[config.mk]
export PLATFORM = sky130hd
export DESIGN_NAME = floating_point_delay_line
export DESIGN_NICKNAME = d
export VERILOG_FILES = /design/src/rtl/fp_utils_pkg.sv /design/src/rtl/floating_point_delay_stage.sv /design/src/rtl/floating_point_delay_line.sv
export SDC_FILE = /design/constraint.sdc
export NUM_CORES = 1
export LEC_CHECK = 0
export CORE_MARGIN = 2
export CORE_UTILIZATION = 40
export CTS_CLUSTER_SIZE = 8
export DETAILED_ROUTE_END_ITERATION = 6
export DONT_BUFFER_PORTS = 1
export SLEW_MARGIN = 20
export SYNTH_ARGS = -nofsm -noshare
export SYNTH_HDL_FRONTEND = slang
export SYNTH_SLANG_ARGS = --single-unit
[constraint.sdc]
create_clock -name clk_i -period 1.6 [get_ports clk_i]
set_input_delay 0.24 -clock clk_i [delete_from_list [all_inputs] [get_ports clk_i]]
set_output_delay 0.24 -clock clk_i [all_outputs]
set_load 0.03 [all_outputs]
[src/rtl/fp_utils_pkg.sv]
// Shared helpers for the floating point datapath: word-width arithmetic, depth limits
// and lane-packing conventions.
package fp_utils_pkg;

    // Deepest pipeline the delay line supports.
    localparam int unsigned MAX_LATENCY = 64;

    // Lane-packed vectors place lane 0 in the LSBs: lane n occupies [n*W +: W].
    typedef struct packed {
        logic        sign;
        logic [7:0]  exp;
        logic [22:0] frac;
    } fp32_t;

    function automatic int unsigned fp_width(input int unsigned exp_w, input int unsigned frac_w);
        return 1 + exp_w + frac_w;
    endfunction

    // Occupancy counter must hold 0..latency and is never narrower than one bit.
    function automatic int unsigned cnt_width(input int unsigned latency);
        return (latency < 1) ? 1 : $clog2(latency + 1);
    endfunction

endpackage

[src/rtl/floating_point_delay_stage.sv]
// One enable-gated register stage carrying a data vector and its valid bit.
module floating_point_delay_stage
    import fp_utils_pkg::*;
#(
    parameter int unsigned WIDTH      = 32,
    parameter bit          RESET_DATA = 1'b0
) (
    input  logic             clk_i,
    input  logic             rst_i,
    input  logic             enable_i,
    input  logic             flush_i,
    input  logic             valid_i,
    input  logic [WIDTH-1:0] data_i,
    output logic             valid_o,
    output logic [WIDTH-1:0] data_o
);

    logic             valid_d, valid_q;
    logic [WIDTH-1:0] data_d, data_q;

    // Flush kills the valid bit but lets data keep shifting with the enable.
    always_comb begin
        valid_d = valid_q;
        data_d  = data_q;
        if (flush_i) begin
            valid_d = 1'b0;
        end else if (enable_i) begin
            valid_d = valid_i;
        end
        if (enable_i) begin
            data_d = data_i;
        end
    end

    always_ff @(posedge clk_i) begin
        if (rst_i) begin
            valid_q <= 1'b0;
        end else begin
            valid_q <= valid_d;
        end
    end

    if (RESET_DATA) begin : g_data_rst
        always_ff @(posedge clk_i) begin
            if (rst_i) begin
                data_q <= '0;
            end else begin
                data_q <= data_d;
            end
        end
    end else begin : g_data_no_rst
        always_ff @(posedge clk_i) begin
            data_q <= data_d;
        end
    end

    assign valid_o = valid_q;
    assign data_o  = data_q;

endmodule

[src/rtl/floating_point_delay_line.sv]
// Latency-matching delay line for lane-packed floating point words, with stall, flush
// and an in-flight beat counter. LATENCY=0 degenerates to a combinational pass-through.
module floating_point_delay_line
    import fp_utils_pkg::*;
#(
    parameter int unsigned EXP_WIDTH    = 8,
    parameter int unsigned FRAC_WIDTH   = 23,
    parameter int unsigned NUM_LANES    = 1,
    parameter int unsigned LATENCY      = 2,
    parameter bit          RESET_DATA   = 1'b0,
    localparam int unsigned FP_WIDTH_REG = fp_width(EXP_WIDTH, FRAC_WIDTH),
    localparam int unsigned CNT_WIDTH    = cnt_width(LATENCY)
) (
    input  logic                              clk_i,
    input  logic                              rst_i,
    input  logic [NUM_LANES*FP_WIDTH_REG-1:0] fp_i,
    input  logic                              valid_i,
    input  logic                              enable_i,
    input  logic                              flush_i,
    output logic [NUM_LANES*FP_WIDTH_REG-1:0] fp_o,
    output logic                              valid_o,
    output logic [CNT_WIDTH-1:0]              in_flight_o
);

    localparam int unsigned VecWidth = NUM_LANES * FP_WIDTH_REG;

    if (LATENCY == 0) begin : g_bypass
        logic unused_bypass;
        assign unused_bypass = ^{clk_i, rst_i, enable_i};

        assign fp_o        = fp_i;
        assign valid_o     = valid_i & ~flush_i;
        assign in_flight_o = '0;
    end else begin : g_pipe
        logic [LATENCY:0]  valid_chain;
        logic [VecWidth-1:0] data_chain [LATENCY+1];
        logic [CNT_WIDTH-1:0] cnt_d, cnt_q;

        assign valid_chain[0] = valid_i;
        assign data_chain[0]  = fp_i;

        for (genvar k = 1; k <= LATENCY; k++) begin : g_stage
            floating_point_delay_stage #(
                .WIDTH      (VecWidth),
                .RESET_DATA (RESET_DATA)
            ) u_stage (
                .clk_i    (clk_i),
                .rst_i    (rst_i),
                .enable_i (enable_i),
                .flush_i  (flush_i),
                .valid_i  (valid_chain[k-1]),
                .data_i   (data_chain[k-1]),
                .valid_o  (valid_chain[k]),
                .data_o   (data_chain[k])
            );
        end

        // Entry and exit only count on enabled edges; both together leave the count alone.
        always_comb begin
            cnt_d = cnt_q;
            if (flush_i) begin
                cnt_d = '0;
            end else if (enable_i) begin
                case ({valid_i, valid_chain[LATENCY]})
                    2'b10:   cnt_d = cnt_q + CNT_WIDTH'(1);
                    2'b01:   cnt_d = cnt_q - CNT_WIDTH'(1);
                    default: cnt_d = cnt_q;
                endcase
            end
        end

        always_ff @(posedge clk_i) begin
            if (rst_i) begin
                cnt_q <= '0;
            end else begin
                cnt_q <= cnt_d;
            end
        end

        assign fp_o        = data_chain[LATENCY];
        assign valid_o     = valid_chain[LATENCY];
        assign in_flight_o = cnt_q;
    end

endmodule

# After elaboration in Yosys (flattened, before gate mapping)

Cells that the tools add are included.

$add $sub $neg: 2
Multipliers: 0
Div/mod/pow operators: 0
Order comparisons: 0
Equal/unequal tests: 2
Shifts and indexed selects: 0
Mux-type cells: 1
Bitwise logic cells: 0
Reductions and logical operators: 3

Operators by type and width:

| operator                                                           | number |
|---|---|
| 2-bit case mux with 2 select lines                                 | 1 |
| 2-bit by 1-bit adder with 2-bit output, second input constant      | 1 |
| 2-bit by 1-bit == test with 1-bit output, second input constant    | 1 |
| 2-bit == test, second input constant                               | 1 |
| 2-bit AND reduction                                                | 1 |
| 2-bit nonzero test                                                 | 1 |
| 2-bit OR reduction                                                 | 1 |
| 2-bit by 1-bit subtractor with 2-bit output, second input constant | 1 |

Register bits: 68
Bits in latches: 0
Memory bits (writable): 0
Memory bits (read-only): 0
Input port bits: 37
Output and inout port bits: 35
Logic and storage cells: 13
Memories kept: 0

# Logic depth before layout (Yosys ltp)

Gate-level depths: netlist (run 1).

Word-level depth: 3
Mapped depth: 5
Gate-level depth less buffers: 5

# By module

From an unflattened synthesis (run 1), not the netlist that was laid out.

Cell total of the unflattened synthesis: 82
Area total of the unflattened synthesis: 2119.5 sq um

Modules (own cells, without submodules):

| module                     | times used | cells each | area an instance (sq um) | sequential area each (sq um) |
|---|---|---|---|---|
| floating_point_delay_stage | 2          | 35         | 1001.0                   | 980.9 |
| floating_point_delay_line  | 1          | 12         | 117.6                    | 40.0 |

# Least setup slack after synthesis (run 1)

No wires, ideal clock.

Path kind: flip-flop to flip-flop
Start: reg g_pipe.g_stage[2].u_stage.valid_q
End: reg g_pipe.cnt_q[1] (netlist: in_flight_o[1])
Library setup time: 0.116 ns
Arrival time: 1.279 ns
Required time: 1.484 ns
Slack: 0.206 ns
Stages on the path, launching flop included: 5
Path buffers: 0
Period minus slack after synthesis: 1.394 ns
Path through: dfxtp_1 ha_1 and2b_1 a2111oi_2 a31o_1

Word-level cells in the longest chain between the ends: 3
Elaborated cells between the ends (all ways): 5
Those cells by class: 2 x eq/ne; 1 x mux; 2 x reduce/logical

Ends and longest elaborated chain:

| what                                                                      | line                             | text |
|---|---|---|
| start, declared                                                           | floating_point_delay_stage.sv:18 | `logic valid_d, valid_q;` |
| start signal, assigned                                                    | floating_point_delay_stage.sv:39 | `valid_q <= valid_d;` |
| 2-bit by 1-bit == test with 1-bit output or 2-bit == test (tied branches) | floating_point_delay_line.sv:64  | `case ({valid_i, valid_chain[LATENCY]})` |
| 2-bit nonzero test (no line)                                              | n/a                              |  |
| 2-bit AND reduction (no line)                                             | n/a                              |  |
| end signal, assigned                                                      | floating_point_delay_line.sv:76  | `cnt_q <= cnt_d;` |
| end, declared                                                             | floating_point_delay_line.sv:37  | `logic [CNT_WIDTH-1:0] cnt_d, cnt_q;` |

Parallel ways exist; a longest one is shown, timed or not.
A chain may end at the register's enable or synchronous reset.

# Worst setup path in the final report (run 1)

Same ends and word-level chain as after synthesis.

==> run_results.csv, run 1 <==
group,metric,value,unit
placement,place_hpwl,1901,µm
global_route,gr-usage-all-layers,10.70,%
detailed_routing,route.layer.met1.wl,1308,µm
worst_setup_path,reg2reg_to,"in_flight_o[1]",
flow_run,maxCapViolCount,0,
placement,gp_congestion,0.6245,
detailed_routing,first_pass_iters,3,
detailed_routing,drt_iter0_markers,34,
worst_setup_path,crit_end,"in_flight_o[1]",
worst_setup_path,reg2reg_from,"g_pipe.g_stage[2].u_stage.valid_o",
cts,root_buffer,"clkbuf_8",
cts,postCtsSetupBuffers,0,
yosys,ys_warn_count,0,
global_route,grt_max_degree,68,
run_status,status,"finished, final reports clean",
cells_and_area,final_cell_mix,"edfxtp_1 (64), dlygate4sd3_1 (37), clkbuf_8 (9)",
yosys,yosysSeqAreaShare,85.15,%
cells_and_area,syn2layout_area_growth,18.15,%
yosys,syn_avg_cell_area,20.62,µm²
cts,clk_pin_slew,0.07,ns
placement,io_buffers,0,
worst_setup_path,arrival,1.61,ns
floorplanning,num_rows,27,
worst_setup_path,setup.worst_path.start_class,"flop",
sta,fin_hold_ws,0.02460,ns
power_and_ir_drop,pwr-share-clk,35.7,%
yosys,synth_cell_types,12,
power_and_ir_drop,power_switching,779.5,µW
worst_hold_path,hp-class,"input pin to flop",
yosys,ys_ff_latch,68,
cts,insertion_delay,0.33,ns
cts,clockBufferDepth,2,
power_and_ir_drop,pwr-share-comb,2.9,%
global_route,grt_pass1_wl,4629,µm
detailed_routing,wl_met2,1649,µm
yosys,synth_area,2351,µm²
yosys,yosysTopAreaCellShare,81.75,%
worst_setup_path,crit_type,"flop to flop",
worst_setup_path,cp-startpoint,"g_pipe.g_stage[2].u_stage.valid_o",
yosys,yosysTopAreaCell,"edfxtp_1",
cells_and_area,drive_above_1_share,11.59,%
cells_and_area,antenna_cells,0,
global_route,grt_pass1_vias,980,
worst_setup_path,reg2reg_slack,0.27,ns
sta,min_period_over_period,83.20,%
detailed_routing,wl_per_cell,16.13,µm
global_route,antenna_found_initial,0,
detailed_routing,top_layer,"met4",
power_and_ir_drop,p_int,2.874,mW
floorplanning,chipHeight,80.67,µm
sta,fin_tns_setup,0,ns
detailed_routing,vias_per_cell,4.457,
sta,finalClockSkew,0.009345,ns
yosys,synth_nets,152,
sta,rsz0062_at_grt,"false",
cells_and_area,seqCellArea,2002,µm²
cts,cts_buffers,9,
worst_setup_path,ff2ff_path_depth,4,
cells_and_area,multiInputGateArea,101.3,µm²
sta,relSlewSlack,64.67,%
power_and_ir_drop,power_leakage,0.9620,nW
sta,tightest_slew,0.5282,ns
power_and_ir_drop,powerDensity,1315,nW/µm²
worst_setup_path,required,1.88,ns
floorplanning,io_pins,72,
detailed_routing,drt_wl_total,3387,µm
floorplanning,fp.dieW,80.67,µm
cts,post_cts_resized,0,
sta,fmax,0.7512,GHz
global_route,overflow,0,
sta,setup_viol_count_final,0,
cts,htree_levels,3,
worst_setup_path,worstPathMaxFanout,3,
cells_and_area,layout.nets,171,
cells_and_area,final_common_cell,"edfxtp_1",
yosys,synthCells,114,
floorplanning,start_util,41.92,%
detailed_routing,vias,936,
power_and_ir_drop,p_sw_share,21.34,%
sta,min_period,1.331,ns
worst_setup_path,critPathCaptureType,"flop",
sta,drv_slew,0,
floorplanning,die_area,6507,µm²
detailed_routing,final_antenna_net_count,0,
floorplanning,fp.coreArea,5608,µm²
yosys,synthTopCellsByArea,"edfxtp_1 (82%), buf_4 (10%), dfxtp_1 (3.4%), mux2i_1 (0.85%), nor3_1 (0.85%)",
power_and_ir_drop,max-vdd-ir-drop,0.0006275,V
detailed_routing,dr_wl_met3,343,µm
cells_and_area,fillCellCount,497,
cts,cts_tree,"yes",
power_and_ir_drop,seq_power_share,61.4,%
sta,hold_viol_final,0,
cts,cts_sinks,68,
detailed_routing,drc,0,
==> cells in the mapped netlist, drive strengths merged <==
cell / count
a2111oi: 1
a31o: 1
and2b: 1
buf: 32
dfxtp: 4
edfxtp: 64
ha: 1
inv: 2
mux2i: 2
nor3: 4
xnor2: 1
xor2: 1
==> power by group through the flow <==
stage / clock network (mW) / registers, mW / logic [mW]
3_3_place_gp: 0 / 2.28 / 0.0162
4_1_cts: 1.34 / 2.25 / 0.0866
6_report: 1.31 / 2.24 / 0.106
5_1_grt: 1.42 / 2.26 / 0.114
2_1_floorplan: 0 / 2.15 / 0.196
3_5_place_dp: 0 / 2.29 / 0.0181
==> critical path: stages, from the launching register on <==
cell       delay, ns
dfxtp_1         0.32
ha_1            0.28
and2b_1         0.22
a2111oi_2       0.33
a31o_1          0.14
==> cell type report <==
cell class / count / area share, %
flip-flops and latches: 68 / 72.07
repair buffers: 40 / 14.14
clock buffers: 11 / 4.730
multi-input cells: 12 / 3.649
well taps: 72 / 3.243
clock inverters: 5 / 1.892
inverters: 2 / 0.2703
==> worst min-delay path by stage <==
stage	start	to	slack, ns	cells after the start
after floorplan	rst_i	in_flight_o[0]	0.32	1
after global placement	rst_i	in_flight_o[0]	0.32	1
after detailed placement	rst_i	in_flight_o[0]	0.32	1
after CTS	enable_i	g_pipe.g_stage[1].u_stage.data_o[28]	0.005	0
after global routing	enable_i	g_pipe.g_stage[1].u_stage.data_o[9]	-0.0009	0
final	enable_i	g_pipe.g_stage[1].u_stage.data_o[29]	0.02	0
==> stage by stage <==
step                util, %  std cells  setup slack [ns]  power [mW]  cell area, µm²
finish                49.53        210            0.2687       3.653            2778
global route          49.53        210            0.1939       3.790            2778
CTS                   49.00        207            0.2768       3.675            2748
detailed placement    39.65        157            0.2865       2.303            2223
global placement      39.65        157            0.3736       2.297            2223
floorplan                 -        114            0.2059       2.349            2351
==> flip-flops by register name (all words and copies together), names as in the netlist <==
name,flops
in_flight_o,2
g_pipe.g_stage.u_stage.valid_o,2
g_pipe.g_stage.u_stage.data_o,64
==> logic make-up after synthesis <==
logic type                 count (synthesis)  share of synthesized area [%]
DFF                                       68                          85.15
buffers and inverters                     34                          10.54
and+or+nand+nor                            5                          1.171
AOI/OAI and AO/OA                          2                          1.011
xor gates and xnor gates                   2                         0.7452
muxes                                      2                         0.8516
adders and majority gates                  1                         0.5321
==> repair_timing <==
action                                  CTS  global route
endpoints found under the hold margin    35            12
hold buffers                             34             3
endpoints found under the setup margin    0             0
==> per-layer routing <==
layer / global-route usage, % / vias up
met5: 0 / -
met4: 7.119 / 0
met3: 6.404 / 10
met2: 16.75 / 58
met1: 10.60 / 441
li1: - / 427
No activity file was read; power rests on OpenSTA's default activity.
==> run 2, diff against run 1 <==
clock period = 1.1 ns   (was 1.6 ns; I/O delays follow)
==> run 2 against run 1 <==
  * The flow now finishes with violations (negative hold slack, negative setup slack)
  * Cell count is 0.48% lower
  * Routed wire length down 7.4%
  * Fmax grew 0.82%
  * Global-route usage is 0.18 points lower
  * Die area stayed put
  * Flip-flop and latch count unchanged
  * Non-clock buffer count fell by 1
  * Sequential power is 46% higher
  * Power grew 37%
  * Largest power group unchanged
==> run_results.csv, run 2 (synthesis gave the netlist of run 1 again) <==
group,metric,value,unit
sta,fin_hold_ws,-0.05722,ns
cells_and_area,final_common_cell,"edfxtp_1",
global_route,grt_max_degree,68,
sta,finalWorstSetupSlack,-0.2204,ns
sta,rsz0062_at_grt,"true",
floorplanning,num_rows,27,
flow_run,maxCapViolCount,0,
placement,io_buffers,0,
cells_and_area,largest_reg_flops,64,
global_route,overflow,0,
sta,drv_slew,0,
floorplanning,start_util,41.92,%
sta,min_period,1.320,ns
cts,clockBufferDepth,2,
cts,insertion_delay,0.33,ns
worst_setup_path,worstPathMaxFanout,2,
placement,place_hpwl,1863,µm
cts,cts_sinks,68,
cts,clk_pin_slew,0.07,ns
cells_and_area,final_cell_mix,"edfxtp_1 (64), dlygate4sd3_1 (34), clkbuf_8 (9)",
cells_and_area,utilization,49.22,%
cts,cts_buffers,9,
floorplanning,io_pins,72,
cts,hold_buffers,34,
worst_setup_path,required,1.37,ns
worst_setup_path,setup.worst_path.start_class,"flop",
cts,htree_levels,3,
floorplanning,fp.dieW,80.67,µm
global_route,gr-usage-all-layers,10.53,%
worst_setup_path,crit_type,"flop to flop",
detailed_routing,first_pass_iters,4,
cells_and_area,syn2layout_area_growth,17.40,%
global_route,grt_pass1_vias,935,
run_status,violations,"negative hold slack, negative setup slack",
detailed_routing,final_antenna_net_count,0,
sta,setup_viol_count_final,2,
power_and_ir_drop,max-vdd-ir-drop,0.001015,V
detailed_routing,drt_wl_total,3137,µm
floorplanning,fp.coreArea,5608,µm²
sta,finalClockSkew,0.005241,ns
sta,min_period_over_period,120.0,%
floorplanning,die_area,6507,µm²
detailed_routing,wl_per_cell,15.01,µm
placement,gp_congestion,0.6562,
sta,relSlewSlack,78.93,%
sta,fmax,0.7573,GHz
run_status,status,"finished with violations",
detailed_routing,drt_iter0_markers,76,
worst_setup_path,critPathCaptureType,"flop",
floorplanning,chipHeight,80.67,µm
cells_and_area,layout.nets,170,
global_route,antenna_found_initial,0,
power_and_ir_drop,power_leakage,0.9518,nW
worst_hold_path,hp-class,"input pin to flop",
global_route,grt_pass1_wl,4560,µm
sta,hold_viol_final,64,
placement,post-place-ws,-0.2161,ns
sta,tightest_slew,0.3149,ns
cells_and_area,drive_above_1_share,13.87,%
cts,cts_tree,"yes",
detailed_routing,vias,936,
detailed_routing,drc,0,
cells_and_area,antenna_cells,0,
worst_setup_path,arrival,1.59,ns
cts,root_buffer,"clkbuf_8",
detailed_routing,vias_per_cell,4.478,
power_and_ir_drop,powerDensity,1809,nW/µm²
-- run 2: where the power goes --
part           switching, mW  total (mW)  internal [mW]
logic                 0.0358       0.133         0.0974
clock network          0.803        1.60          0.793
registers              0.214        3.26           3.05
-- run 2: final cells by class --
type	count	area (µm²)
clock buffers	12	135.1
clock inverters	4	16.27
fillers	478	2848
inverters	2	7.507
multi-input cells	12	127.6
flip-flops and latches	68	2006
well taps	72	90.09
repair buffers	39	377.9
-- run 2: worst paths after layout --
path	startpoint	end	slack, ns	depth (start not counted)
hold reg to reg	g_pipe.g_stage[1].u_stage.data_o[14]	g_pipe.g_stage[2].u_stage.data_o[14]	0.42	0
setup / recovery	g_pipe.g_stage[2].u_stage.valid_o	in_flight_o[1]	-0.22	4
setup reg to reg	g_pipe.g_stage[2].u_stage.valid_o	in_flight_o[1]	-0.22	4
hold / removal	enable_i	g_pipe.g_stage[2].u_stage.data_o[15]	-0.06	0
-- run 2: worst max-delay path, stage by stage, from the launching register on --
cell	delay (ns)
dfxtp_4	0.35
ha_4	0.25
and2b_2	0.23
a2111oi_4	0.28
a31o_1	0.15
-- run 2: timing repair --
item,CTS,global route
hold endpoints to repair,99,64
pin swaps,2,0
setup endpoints to repair,2,2
buffers inserted,1,0
resized for setup,1,1
-- run 2: stage by stage --
stage | cells | instance area, µm² | power, mW | setup TNS [ns] | hold slack (ns)
after floorplan | 114 | 2367 | 3.416 | -0.2655 | 0.2321
after global placement | 158 | 2247 | 3.342 | -0.1752 | 0.2344
after detailed placement | 158 | 2247 | 3.352 | -0.2931 | 0.2349
after CTS | 209 | 2748 | 5.075 | -0.4081 | -0.08407
after global routing | 209 | 2760 | 5.224 | -0.4911 | -0.09390
final | 209 | 2760 | 4.992 | -0.4034 | -0.05722
-- run 2: routing by layer --
metal | GRT usage [%] | part of all wire (%)
met5 | 0 | 0
met4 | 5.085 | 0.92
met3 | 8.876 | 12
met2 | 15.92 | 49
met1 | 10.05 | 38
==> run 3, diff against run 2 <==
MAX_ROUTING_LAYER = met4   (was unset)
==> run 3 against run 2 <==
  * Cell area stayed put
  * Flip-flop and latch count stayed put
  * Global-route usage is 0.21 points higher
  * Largest power group unchanged
  * Register-to-register slack hardly changed
  * Clock-buffer cell count stayed put
  * The run still ends with negative hold slack, negative setup slack left
  * Worst setup slack hardly changed
  * Sequential power hardly changed
  * Highest routed layer unchanged
  * Sequential share of layout area stayed put
==> run_results.csv, run 3 (synthesis gave the netlist of run 1 again) <==
group,metric,value,unit
run_status,status,"finished with violations",
run_status,violations,"negative hold slack, negative setup slack",
worst_setup_path,worstPathMaxFanout,2,
power_and_ir_drop,seq_power_share,65.3,%
placement,place_hpwl,1863,µm
placement,io_buffers,0,
power_and_ir_drop,pwr-share-clk,32.0,%
global_route,grt_pass1_wl,4554,µm
floorplanning,start_util,41.92,%
worst_setup_path,critical_path.top_delay_family,"compound AO/OA/AOI/OAI gates",
floorplanning,fp.coreArea,5608,µm²
sta,setup_viol_count_final,2,
cts,clk_pin_slew,0.07,ns
worst_setup_path,reg2reg_from,"g_pipe.g_stage[2].u_stage.valid_o",
floorplanning,chipHeight,80.67,µm
cts,clockBufferDepth,2,
cts,cts_tree,"yes",
floorplanning,io_pins,72,
cts,htree_levels,3,
worst_setup_path,crit_type,"flop to flop",
sta,fmax,0.7573,GHz
power_and_ir_drop,power_switching,1.055,mW
cts,root_buffer,"clkbuf_8",
floorplanning,num_rows,27,
cts,hold_buffers,34,
sta,hold_viol_final,64,
detailed_routing,vias_per_cell,4.507,
worst_setup_path,setup.worst_path.start_class,"flop",
detailed_routing,top_layer,"met4",
global_route,grt_max_degree,68,
detailed_routing,drt_wl_total,3146,µm
global_route,grt_pass1_vias,941,
flow_run,maxCapViolCount,0,
sta,fin_hold_ws,-0.05833,ns
detailed_routing,drt_iter0_markers,85,
floorplanning,fp.dieW,80.67,µm
worst_setup_path,required,1.37,ns
sta,finalWorstSetupSlack,-0.2204,ns
detailed_routing,first_pass_iters,4,
detailed_routing,final_antenna_net_count,0,
cells_and_area,final_common_cell,"edfxtp_1",
global_route,antenna_found_initial,0,
detailed_routing,dr_wl_met3,288,µm
placement,gp_congestion,0.6623,
worst_hold_path,whs_path_depth,0,
global_route,overflow,0,
cells_and_area,final_cell_mix,"edfxtp_1 (64), dlygate4sd3_1 (34), clkbuf_8 (9)",
worst_setup_path,reg2reg_to,"in_flight_o[1]",
worst_setup_path,cp-startpoint,"g_pipe.g_stage[2].u_stage.valid_o",
worst_setup_path,arrival,1.59,ns
floorplanning,die_area,6507,µm²
sta,drv_slew,0,
sta,tightest_slew,0.3149,ns
worst_setup_path,critPathCaptureType,"flop",
cells_and_area,fillCellCount,478,
detailed_routing,vias,942,
worst_setup_path,slowest_stage,"dfxtp_4",
cells_and_area,largest_reg_flops,64,
cells_and_area,syn2layout_area_growth,17.40,%
detailed_routing,drc,0,
power_and_ir_drop,pwr-share-comb,2.7,%
power_and_ir_drop,power_leakage,0.9518,nW
worst_setup_path,cp_slowest_stage_delay,0.35,ns
sta,min_period_over_period,120.0,%
detailed_routing,wl_per_cell,15.05,µm
worst_setup_path,ff2ff_path_depth,4,
power_and_ir_drop,max-vdd-ir-drop,0.001015,V
cts,cts_sinks,68,
cells_and_area,layout.nets,170,
sta,relSlewSlack,78.93,%
cts,insertion_delay,0.33,ns
global_route,gr-usage-all-layers,10.74,%
sta,min_period,1.320,ns
cells_and_area,antenna_cells,0,
worst_hold_path,hp-class,"input pin to flop",
detailed_routing,route.layer.met1.wl,1269,µm
sta,finalClockSkew,0.007083,ns
worst_setup_path,reg2reg_slack,-0.22,ns
worst_setup_path,path_buf_inv,0,
power_and_ir_drop,p_sw_share,21.12,%
worst_setup_path,path_cells,"ha_4 -> and2b_2 -> a2111oi_4 -> a31o_1",
worst_hold_path,min_to,"g_pipe.g_stage[2].u_stage.data_o[15]",
sta,rsz0062_at_grt,"true",
power_and_ir_drop,p_int,3.938,mW
power_and_ir_drop,power.total,4.993,mW
cells_and_area,drive_above_1_share,13.87,%
detailed_routing,wl_met2,1528,µm
power_and_ir_drop,powerDensity,1809,nW/µm²
worst_hold_path,hold_path.startpoint,"enable_i",
cts,cts_buffers,9,
[run 3: layer usage]
layer  vias to the layer above  GRT usage [%]
li1                        425              -
met1                       456          10.58
met2                        53          15.92
met3                         8          6.404
met4                         0          7.119
met5                         -              -
[run 3: worst reg2reg max path, delay by kind of cell (launching register included)]
family,cells,cell delay [ns]
flip-flops,1,0.35
adder cells (fa/ha/maj),1,0.25
AO/OA/AOI/OAI,2,0.43
AND/OR/NAND/NOR,1,0.23
[run 3: worst max path at each step]
stage / to / slack, ns / cells after the start
after global routing: in_flight_o[1] / -0.28 / 4
final: in_flight_o[1] / -0.22 / 4
after global placement: in_flight_o[1] / -0.15 / 4
after CTS: in_flight_o[1] / -0.23 / 4
after detailed placement: in_flight_o[1] / -0.22 / 4
after floorplan: in_flight_o[1] / -0.19 / 4
[run 3: cell type report]
cell class	count	area (µm²)	area share, %
flip-flops and latches	68	2006	72.67
repair buffers	39	377.9	13.69
clock buffers	12	135.1	4.896
multi-input cells	12	127.6	4.624
well taps	72	90.09	3.264
clock inverters	4	16.27	0.5893
inverters	2	7.507	0.2720
[run 3: what timing repair did]
action                     4_1_cts  5_1_grt
pin swaps                        2        0
cloned                           0        0
buffers inserted                 1        0
gates resized for setup          1        1
hold endpoints to repair        99       64
setup endpoints to repair        2        2
[run 3: stage by stage]
stage / instance area [µm²] / std cells / TNS, ns / utilization [%] / setup WS [ns]
3_5_place_dp: 2247 / 158 / -0.2931 / 40.07 / -0.2161
3_3_place_gp: 2247 / 158 / -0.1752 / 40.07 / -0.1486
5_1_grt: 2760 / 209 / -0.4910 / 49.22 / -0.2828
2_1_floorplan: 2367 / 114 / -0.2655 / - / -0.1920
4_1_cts: 2748 / 209 / -0.4081 / 49.00 / -0.2336
6_report: 2760 / 209 / -0.4033 / 49.22 / -0.2204
[run 3: power groups by stage]
stage / Combinational [mW] / Sequential [mW] / Clock (mW)
after global placement: 0.0273 / 3.31 / 0
after CTS: 0.133 / 3.27 / 1.67
after global routing: 0.143 / 3.28 / 1.79
after floorplan: 0.287 / 3.13 / 0
after detailed placement: 0.0303 / 3.32 / 0
final: 0.133 / 3.26 / 1.60
